==> src/rtl/setpoint_adjust.sv <==
// Button-driven thermostat setpoint: sync + debounce, single step per press, auto-repeat while held.
// set_temp moves on the 2nd edge after a debounced press edge; both buttons held locks out stepping.
module setpoint_adjust #(
  parameter int          DEBOUNCE_CYCLES     = 1_000_000,
  parameter int          REPEAT_DELAY_CYCLES = 50_000_000,
  parameter int          REPEAT_RATE_CYCLES  = 10_000_000,
  parameter logic [7:0]  TEMP_MIN            = 8'd50,
  parameter logic [7:0]  TEMP_MAX            = 8'd90,
  parameter logic [7:0]  TEMP_DEFAULT        = 8'd70
) (
  input  logic       CLK100MHZ,
  input  logic       CPU_RESETN,
  input  logic       btn_up,
  input  logic       btn_down,
  input  logic       adjust_en,
  output logic [7:0] set_temp,
  output logic       set_changed,
  output logic       at_limit
);

  localparam int DB_W   = (DEBOUNCE_CYCLES > 1) ? $clog2(DEBOUNCE_CYCLES) : 1;
  localparam int RP_MAX = (REPEAT_DELAY_CYCLES > REPEAT_RATE_CYCLES) ? REPEAT_DELAY_CYCLES
                                                                     : REPEAT_RATE_CYCLES;
  localparam int RP_W   = (RP_MAX > 1) ? $clog2(RP_MAX) : 1;

  localparam logic [DB_W-1:0] DB_LAST    = DB_W'(DEBOUNCE_CYCLES - 1);
  localparam logic [RP_W-1:0] DELAY_LAST = RP_W'(REPEAT_DELAY_CYCLES - 1);
  localparam logic [RP_W-1:0] RATE_LAST  = RP_W'(REPEAT_RATE_CYCLES - 1);

  typedef enum logic [2:0] {IDLE, STEP, HOLD, REPEAT, LOCK} state_t;

  // Bit 0 is the up button, bit 1 the down button throughout.
  logic [1:0]      raw, sync_a, sync_b, deb, deb_q, rise;
  logic [DB_W-1:0] db_cnt [2];

  assign raw = {btn_down, btn_up};

  always_ff @(posedge CLK100MHZ or negedge CPU_RESETN) begin
    if (!CPU_RESETN) begin
      sync_a    <= '0;
      sync_b    <= '0;
      deb       <= '0;
      deb_q     <= '0;
      db_cnt[0] <= '0;
      db_cnt[1] <= '0;
    end else begin
      sync_a <= raw;
      sync_b <= sync_a;
      deb_q  <= deb;
      for (int i = 0; i < 2; i++) begin
        if (sync_b[i] == deb[i]) begin
          db_cnt[i] <= '0;
        end else if (db_cnt[i] == DB_LAST) begin
          deb[i]    <= sync_b[i];
          db_cnt[i] <= '0;
        end else begin
          db_cnt[i] <= db_cnt[i] + 1'b1;
        end
      end
    end
  end

  assign rise = deb & ~deb_q;

  state_t          state, next_state;
  logic            dir_up;
  logic [RP_W-1:0] rep_cnt;
  logic            both, held, step_en;

  assign both = deb[0] & deb[1];
  assign held = dir_up ? deb[0] : deb[1];

  always_ff @(posedge CLK100MHZ or negedge CPU_RESETN) begin
    if (!CPU_RESETN) begin
      state <= IDLE;
    end else begin
      state <= next_state;
    end
  end

  always_comb begin
    next_state = state;
    if (!adjust_en) begin
      next_state = IDLE;
    end else if (both) begin
      next_state = LOCK;
    end else begin
      case (state)
        IDLE:    if (rise[0] ^ rise[1]) next_state = STEP;
        STEP:    next_state = HOLD;
        HOLD: begin
          if (!held)                      next_state = IDLE;
          else if (rep_cnt == DELAY_LAST) next_state = REPEAT;
        end
        REPEAT:  if (!held) next_state = IDLE;
        LOCK:    if (!deb[0] && !deb[1]) next_state = IDLE;
        default: next_state = IDLE;
      endcase
    end
  end

  always_comb begin
    step_en = 1'b0;
    if (adjust_en && !both) begin
      case (state)
        STEP:    step_en = 1'b1;
        HOLD:    step_en = held && (rep_cnt == DELAY_LAST);
        REPEAT:  step_en = held && (rep_cnt == RATE_LAST);
        default: step_en = 1'b0;
      endcase
    end
  end

  // Repeat counter runs only while parked in HOLD/REPEAT; any step or state change restarts it.
  always_ff @(posedge CLK100MHZ or negedge CPU_RESETN) begin
    if (!CPU_RESETN) begin
      dir_up  <= 1'b0;
      rep_cnt <= '0;
    end else begin
      if (state == IDLE && next_state == STEP) dir_up <= rise[0];
      if ((state == HOLD || state == REPEAT) && next_state == state && !step_en)
        rep_cnt <= rep_cnt + 1'b1;
      else
        rep_cnt <= '0;
    end
  end

  logic [7:0] temp_nxt;
  logic       temp_chg;

  always_comb begin
    temp_nxt = set_temp;
    temp_chg = 1'b0;
    if (step_en) begin
      if (dir_up && set_temp < TEMP_MAX) begin
        temp_nxt = set_temp + 8'd1;
        temp_chg = 1'b1;
      end else if (!dir_up && set_temp > TEMP_MIN) begin
        temp_nxt = set_temp - 8'd1;
        temp_chg = 1'b1;
      end
    end
  end

  always_ff @(posedge CLK100MHZ or negedge CPU_RESETN) begin
    if (!CPU_RESETN) begin
      set_temp    <= TEMP_DEFAULT;
      set_changed <= 1'b0;
      at_limit    <= (TEMP_DEFAULT == TEMP_MIN) || (TEMP_DEFAULT == TEMP_MAX);
    end else begin
      set_temp    <= temp_nxt;
      set_changed <= temp_chg;
      at_limit    <= (temp_nxt == TEMP_MIN) || (temp_nxt == TEMP_MAX);
    end
  end

endmodule
==> config.mk <==
export PLATFORM = sky130hd
export DESIGN_NAME = setpoint_adjust
export DESIGN_NICKNAME = d
export VERILOG_FILES = /design/src/rtl/setpoint_adjust.sv
export SDC_FILE = /design/constraint.sdc
export NUM_CORES = 1
export LEC_CHECK = 0
export ABC_CLOCK_PERIOD_IN_PS = 3200
export CAP_MARGIN = 20
export CORE_MARGIN = 2
export CORE_UTILIZATION = 43
export DETAILED_ROUTE_END_ITERATION = 8
export DONT_BUFFER_PORTS = 1
export PLACE_DENSITY = 0.61
export SLEW_MARGIN = 15
export SYNTH_ARGS = -nofsm -noshare
export SYNTH_HDL_FRONTEND = slang
export SYNTH_SLANG_ARGS = --single-unit
==> constraint.sdc <==
create_clock -name CLK100MHZ -period 3.2 [get_ports CLK100MHZ]
set_input_delay 0.64 -clock CLK100MHZ [delete_from_list [all_inputs] [get_ports CLK100MHZ]]
set_output_delay 0.64 -clock CLK100MHZ [all_outputs]
set_load 0.01 [all_outputs]
## Word-level counts from Yosys, hierarchy flattened

Index checks and enable logic that the tools add are counted.

- Bits in registers: 88
- Latch bits: 0
- Memories: 0
- Output and inout bits: 10
- Bits in writable memories: 0
- Memory bits (read-only): 0

- Multipliers: 0
- Shift-type cells: 0
- $add $sub $neg: 5
- Mux-type cells: 22
- Eq/ne operators: 14
- $lt $le $gt $ge: 2
- Divide/modulo/power cells: 0
- Bitwise logic cells: 6
- Reduce and logical (&&, ||, !) cells: 19

Operators with widths:

| kind | number |
|---|---|
| $mux W20 | 4 |
| $add A20 B1 Y20 const B | 2 |
| $eq A20 B20 Y1 const B | 2 |
| $add A26 B1 Y26 const B | 1 |
| $eq A26 B24 Y1 const B | 1 |
| $eq A26 B26 Y1 const B | 1 |
| $mux W26 | 1 |
| $mux W8 | 3 |
| $mux W3 | 7 |
| $pmux W3 S5 | 1 |
| $logic_and A1 B1 Y1 | 9 |
| $add A8 B1 Y8 const B | 1 |
| $eq A8 B6 Y1 const B | 1 |
| $eq A8 B7 Y1 const B | 1 |
| $gt A8 B6 Y1 const B | 1 |
| $lt A8 B7 Y1 const B | 1 |
| $sub A8 B1 Y8 const B | 1 |
| $eq A3 B1 Y1 const B | 2 |
| $eq A3 B2 Y1 const B | 2 |
| $logic_not A1 Y1 | 5 |
| $mux W1 | 5 |
| $reduce_and A2 Y1 | 2 |
| $eq A3 B3 Y1 | 1 |
| $eq A3 B3 Y1 const B | 1 |
| 9 further kinds | 12 |

## Logic depth before layout (Yosys ltp)

Gate-level depths: netlist of run 1.

- Word-level depth: 11
- Mapped depth: 9
- Depth with buffers taken out: 8

## Worst setup path after synthesis of run 1

No wires, ideal clock.

- Path kind: input port to flip-flop
- Start: input adjust_en
- End: register at_limit
- Cell stages on the path: 7
- Arrival time: 2.271 ns
- Slack: 0.864 ns
- Path through: a21bo_2 nor4b_2 o2111ai_4 and2_4 o41a_1 nor3b_2 o211a_1

- Longest elaborated chain between the ends: 5

Ends and longest elaborated chain:

| element | line | text |
|---|---|---|
| start: declaration | 15 | `input logic adjust_en,` |
| $logic_and A1 B1 Y1 * | 104 | `if (adjust_en && !both) begin` |
| $mux W1 * | 104 |  |
| $mux W8 * | 134 | `if (step_en) begin` |
| via temp_nxt[7] | 128 | `logic [7:0] temp_nxt;` |
| $eq A8 B6 Y1 or $eq A8 B7 Y1 (tied branches) | 153 | `at_limit <= (temp_nxt == TEMP_MIN) \|\| (temp_nxt == TEMP_MAX);` |
| $logic_or A1 B1 Y1 * | 153 |  |
| end signal: assignment | 149 | `at_limit <= (TEMP_DEFAULT == TEMP_MIN) \|\| (TEMP_DEFAULT == TEMP_MAX);` |
| end signal: assignment | 153 |  |
| end: declaration | 18 | `output logic at_limit` |

Mark *: on every way through the listed nets, which the timed path passes. The rest lies on a longest branch.
A chain may end at the register's enable or synchronous reset.

## Worst setup path after layout of run 1

- Start: register rep_cnt[7]
- End: register at_limit

- Longest elaborated chain between the ends: 7

Ends and longest elaborated chain:

| element | line | text |
|---|---|---|
| start: declaration | 67 | `logic [RP_W-1:0] rep_cnt;` |
| start signal: assignment | 122 | `rep_cnt <= rep_cnt + 1'b1;` |
| $eq A26 B24 Y1 or $eq A26 B26 Y1 (tied branches) | 108, 107 |  |
| $logic_and A1 B1 Y1, on equally long branches | 108, 107 |  |
| $pmux W1 S3 * | 105 | `case (state)` |
| $mux W1 * | 104 |  |
| $mux W8 * | 134 |  |
| via temp_nxt[7] | 128 |  |
| $eq A8 B6 Y1 or $eq A8 B7 Y1 (tied branches) | 153 |  |
| $logic_or A1 B1 Y1 * | 153 |  |

Marked as above.

==> run_results.csv, run 1 <==
group,metric,value,unit
layout,syn_to_final_growth,8.36,%
sta,clock-skew-final,0.00727,ns
critical_path,slowest_stage,"or4b_4",
clock_network,numClockSinks,88,
synth,async_flop_share,1.00,
synth,ys_types,52,
drt,dr_wl_met2,3610,um
global_routing,grt_overflow_total,0,
synth,synth_edf_count,0,
floorplan,rows,36,
synth,synth_seq_cells,88,
sta,timing.final.crit_share,0.768,
floorplan,die_x,104,um
placement,place_ws,0.667,ns
floorplan,initial_core_util,0.444,
drt,drcViolationCount,0,
drt,drtIter0Drc,113,
layout,fill_cells,951,
synth,yosys_warnings,0,
floorplan,dieArea,0.0109,mm2
sta,slew_headroom,0.558,
layout,drive_gt1_frac,0.0794,
clock_network,post_cts_buffers,0,
drt,wl,7790,um
run_status,outcome,"finished, final reports clean",
global_routing,grt_antenna_before_repair,0,
critical_path,cp_cell_sequence,"or4b_4, nor4_4, o2111ai_4, and2_4, o41a_1, nor3b_2, o211a_1",
placement,gp_congestion,0.803,
drt,drt-pass1-iter-count,4,
clock_network,htreeDepth,3,
critical_path,required,3.50,ns
layout,final_cell_mix,"dfrtp_1 (85), nor2_1 (82), xor2_1 (36)",
critical_path,endpoint_kind,"flop",
sta,whs,0.116,ns
layout,fin_nets,446,
synth,syn_area,0.00434,mm2
sta,rsz0062_at_grt,"no",
critical_path,crit_buf_inv,0,
clock_network,cts.reportedPaths.clkPinSlew,0.09,ns
clock_network,cts_inserted_buffers,9,
critical_path,path_max_fanout,7,
critical_path,cp_slowest_stage_delay,0.56,ns
pwr,total_power,1.90,mW
pwr,power_density,404,mW/mm2
global_routing,grtUsageTotal,0.153,
drt,viasPerCell,5.19,
synth,synth.avg_cell_area,10.1,um2
floorplan,core_area,0.00977,mm2
sta,period_needed,2.46,ns
sta,layout_setup_ws,0.742,ns
clock_network,cts_resized,0,
worst_hold_path,hp-class,"in2async",
clock_network,clk_path_buf_depth,2,
drt,dr_wl_met3,242,um
sta,fin_setup_tns,0,ns
synth,yosysSeqAreaShare,0.508,
synth,syn_nets,441,
drt,top_layer_used,"met4",
pwr,ir_worst_vdd,201,uV
critical_path,crit_path_start_kind,"flop",
critical_path,worstSetupPathType,"reg2reg",
clock_network,cts_tree,"built",
layout,final_common_cell,"dfrtp_1",
floorplan,fp.dieH,104,um
layout,post-route-util,0.481,
synth,synth_ff_type,"dfrtp_1",
sta,max_freq,407,MHz
global_routing,grt_pass1_wl,13700,um
synth,syn-instance-count,431,
global_routing,grt_pass1_vias,2921,
pwr,leakage,2.00,nW
drt,postRouteAntennaNets,0,
drt,wl_per_cell,13.6,um
critical_path,worstPathArrival,2.76,ns
layout,regArea,0.00221,mm2
drt,dr_total_vias,2981,
placement,port_buffers,0,
drt,wl_met1,3900,um
floorplan,io_pins,15,
run,cap_violations,0,
layout,multiInputGateArea,0.00207,mm2
sta,hold_viol,0,
sta,finalSetupViolCount,0,
clock_network,clkLatencyLatePin,0.35,ns
sta,tightest_slew,0.657,ns
critical_path,crit_family,"simple AND/OR/NAND/NOR gates",
layout,antennaDiodeCount,0,
clock_network,cts-root-buf,"clkbuf_8",
global_routing,grt_max_degree,86,
placement,dp_hpwl,5180,um
sta,maxSlewViolCount,0,
## cells in the mapped netlist (all sizes together) (3+ instances only)
master / instances / area [um2]
nor4bb: 5 / 50.1
a22oi: 4 / 30.0
and2: 6 / 40.0
mux2: 3 / 33.8
o2111ai: 3 / 43.8
nand3: 31 / 155
ha: 5 / 62.6
and3: 17 / 106
nor2: 82 / 308
dfrtp: 85 / 2130
o21ai: 5 / 25.0
clkbuf: 9 / 33.8
xor2: 36 / 315
nor4b: 3 / 32.5
nand4: 12 / 75.1
and4: 3 / 26.3
inv: 9 / 33.8
nor3: 8 / 40.0
dfstp: 3 / 78.8
a21oi: 5 / 25.0
nand2: 29 / 109
xnor2: 32 / 280
nor4: 5 / 46.3
## per-stage QoR
stage | std cells | cell area (um2)
global route | 574 | 4700
CTS | 574 | 4700
floorplan | 431 | 4340
detailed placement | 557 | 4490
finish | 574 | 4700
global placement | 557 | 4490
## area by class of cell
cell class / count / area share
Clock buffer: 10 / 0.0293
Clock inverter: 6 / 0.0106
Inverter: 9 / 0.00718
Multi-Input combinational cell: 325 / 0.439
Sequential cell: 88 / 0.469
Tap cell: 133 / 0.0354
Timing Repair Buffer: 3 / 0.00905
## metal layers
| layer | track usage | up-vias |
|---|---|---|
| met3 | 0.0332 | 5 |
| met2 | 0.242 | 46 |
| li1 | - | 1496 |
| met5 | 0 | - |
| met1 | 0.209 | 1434 |
| met4 | 0.0550 | 0 |
## where the power goes
group	internal [mW]	total, mW	switching [mW]
logic	0.0121	0.0454	0.0333
clock network	0.316	0.729	0.413
registers	1.12	1.13	0.00686
## flip-flops by register name, summed over array words and instances (netlist names)
| signal | count |
|---|---|
| sync_b | 2 |
| state | 3 |
| deb_q | 2 |
| sync_a | 2 |
| rep_cnt | 26 |
| dir_up | 1 |
| db_cnt | 40 |
| set_temp | 8 |
| set_changed | 1 |
| at_limit | 1 |
| deb | 2 |
## worst register-to-register path, delay by kind of cell, from the launching register on
family	cells	cell delay (ns)
and+or+nand+nor	4	1.19
DFF	1	0.43
AOI/OAI and AO/OA	3	0.79
## kinds of logic (layout without fill, tap and decap cells)
| family | after synthesis | count (layout) | synth area share |
|---|---|---|---|
| muxes | 3 | 3 | 0.00778 |
| AOI/OAI and AO/OA | 32 | 32 | 0.0583 |
| DFF | 88 | 88 | 0.508 |
| xor gates and xnor gates | 68 | 68 | 0.137 |
| and+or+nand+nor | 217 | 217 | 0.258 |
| buffers and inverters | 18 | 28 | 0.0156 |
| adders and majority gates | 5 | 5 | 0.0144 |
## worst paths after layout
| check | slack [ns] | depth (start not counted) | end | start |
|---|---|---|---|---|
| min reg2reg | 0.36 | 0 | sync_b[1] | sync_a[1] |
| max in group asynchronous | 2.68 | 1 | rep_cnt[16] | CPU_RESETN |
| min in group CLK100MHZ | 0.30 | 0 | sync_a[1] | btn_down |
| max reg2reg | 0.74 | 7 | at_limit | rep_cnt[7] |
| max | 0.74 | 7 | at_limit | rep_cnt[7] |
| min | 0.12 | 0 | set_temp[2] | CPU_RESETN |
## what timing repair did
item,CTS,global route
endpoints found under the setup margin,0,0
hold buffers,1,0
endpoints found under the hold margin,85,0
(Power assumes the default switching activity.)
==> run 2, diff against run 1 <==
Settings changed: ABC_CLOCK_PERIOD_IN_PS 3200 to 2000, PLACE_DENSITY 0.61 to 0.63.
Clock period 3.2 ns to 2 ns, I/O delays scaled along.
==> run 2 against run 1 <==
Against the previous run: the run now ends with hold timing, setup timing left; combinational power shrank 12%; largest cell class is now multi-input gates; critical endpoint unchanged; largest power group unchanged; non-clock buffer count grew 68; die area is the same.
==> run_results.csv, run 2 (synthesis results as in run 1) <==
group,metric,value,unit
global_routing,grt_overflow_total,0,
sta,rsz0062_at_grt,"yes",
layout,fin_nets,514,
sta,whs,-0.263,ns
global_routing,grt.busiest_layer,"met2",
run_status,outcome,"finished with violations",
floorplan,core_area,0.00977,mm2
layout,final_cell_mix,"dfrtp_1 (85), buf_4 (64), nor2_1 (57)",
drt,drtIter0Drc,162,
pwr,power_density,582,mW/mm2
global_routing,met3_usage,0.0332,
placement,place_area,0.00494,mm2
global_routing,grt_use_met1,0.239,
clock_network,clk_path_buf_depth,2,
layout,drive_gt1_frac,0.291,
clock_network,clkLatencyLatePin,0.35,ns
critical_path,reg2reg_from,"rep_cnt[7]",
floorplan,io_pins,15,
pwr,p_seq_frac,0.559,
critical_path,crit_start,"rep_cnt[7]",
pwr,power.share.clock,0.429,
sta,max_freq,402,MHz
sta,hold_viol,88,
clock_network,numClockSinks,88,
drt,wl,9000,um
clock_network,cts.reportedPaths.clkPinSlew,0.09,ns
global_routing,grt_pass1_vias,3315,
run,cap_violations,0,
layout,syn_to_final_growth,27.7,%
floorplan,dieArea,0.0109,mm2
critical_path,crit_path_start_kind,"flop",
critical_path,path_max_fanout,6,
layout,final_common_cell,"dfrtp_1",
drt,drcViolationCount,0,
sta,layout_setup_ws,-0.486,ns
floorplan,die_x,104,um
sta,period_needed,2.49,ns
pwr,internal-power,2.58,mW
sta,maxSlewViolCount,0,
global_routing,use_met2,0.286,
sta,tightest_slew,0.444,ns
placement,dp_hpwl,5990,um
layout,post-route-util,0.567,
drt,dr_total_vias,3294,
sta,slew_headroom,0.702,
pwr,leakage,2.39,nW
pwr,p_sw_frac,0.201,
pwr,net-switching-power,650,uW
floorplan,initial_core_util,0.444,
critical_path,worstSetupPathType,"reg2reg",
clock_network,cts_inserted_buffers,9,
placement,port_buffers,0,
sta,clock-skew-final,0.00810,ns
drt,drt-pass1-iter-count,4,
global_routing,grt_antenna_before_repair,0,
run_status,violations,"hold timing, setup timing",
drt,wl_per_cell,14.0,um
clock_network,htreeDepth,3,
worst_hold_path,hp-class,"in2async",
critical_path,endpoint_kind,"flop",
sta,finalSetupViolCount,37,
floorplan,fp.dieH,104,um
layout,antennaDiodeCount,0,
drt,postRouteAntennaNets,0,
layout,largest_reg_flops,40,
layout,reg_top3,"db_cnt: 40 flops, rep_cnt: 26 flops, set_temp: 8 flops",
floorplan,rows,36,
pwr,ir_worst_vdd,410,uV
global_routing,grt_max_degree,89,
drt,viasPerCell,5.14,
critical_path,worstPathArrival,2.78,ns
critical_path,required,2.29,ns
global_routing,grt_pass1_wl,15700,um
placement,gp_congestion,0.841,
pwr,p_comb_frac,0.012,
clock_network,cts-root-buf,"clkbuf_8",
global_routing,grtUsageTotal,0.175,
layout,fin_area,0.00554,mm2
clock_network,cts_tree,"built",
sta,timing.final.crit_share,1.24,
layout,top_register,"db_cnt",
==> run 2: final cells by class <==
class	instances	area, um2
fill	838	4230
timing repair buffer	71	594
multi-input combinational	325	2310
sequential	88	2210
inverter	9	33.8
clock inverter	4	77.6
tap	133	166
clock buffer	11	151
==> run 2: through the flow <==
stage | setup slack (ns) | total power [mW] | cells | hold WS (ns) | TNS [ns]
2_1_floorplan | -0.268 | 1.87 | 431 | 0.104 | -1.32
3_3_place_gp | -0.322 | 1.87 | 616 | 0.109 | -3.51
3_5_place_dp | -0.396 | 1.88 | 616 | 0.108 | -4.53
4_1_cts | -0.385 | 3.26 | 639 | -0.283 | -6.96
5_1_grt | -0.616 | 3.35 | 641 | -0.298 | -13.94
6_report | -0.486 | 3.23 | 641 | -0.263 | -9.91
==> run 2: what timing repair did <==
item,4_1_cts,5_1_grt
gates resized for setup,30,45
pin swaps,16,14
endpoints found under the hold margin,88,88
endpoints found under the setup margin,30,57
setup buffers,5,7
cloned,3,0
==> run 2: worst paths after layout <==
path / end / slack (ns) / depth (start not counted)
min reg2reg: sync_b[0] / 0.37 / 0
min: set_temp[3] / -0.26 / 0
max reg2reg: at_limit / -0.49 / 7
min in group CLK100MHZ: sync_a[1] / 0.07 / 0
max in group asynchronous: set_temp[1] / 2.07 / 0
max: at_limit / -0.49 / 7
==> run 2: layer usage <==
metal,wire length (um),vias to the layer above
met4,58,0
met2,4450,30
met5,0,-
met1,4270,1629
met3,220,5
li1,-,1630
==> run 2: worst max-delay path, stage by stage, from the launching register on <==
cell and delay (ns):
dfrtp_1 0.39, or4b_4 0.55, nor4_4 0.29, o2111ai_4 0.24, and2_4 0.22, o41a_1 0.41
nor3b_2 0.18, o211a_1 0.16
==> run 2: power by group through the flow <==
stage	logic [mW]	registers, mW	clock network (mW)
floorplan	0.0316	1.84	0
finish	0.0399	1.80	1.38
global route	0.0478	1.81	1.50
detailed placement	0.0369	1.84	0
CTS	0.0371	1.80	1.42
global placement	0.0353	1.84	0
==> run 3, diff against run 2 <==
Settings changed: CTS_CLUSTER_SIZE set to 12.
==> results of run 3 <==
The final DEF is identical to that of run 2; final timing and power are the same.
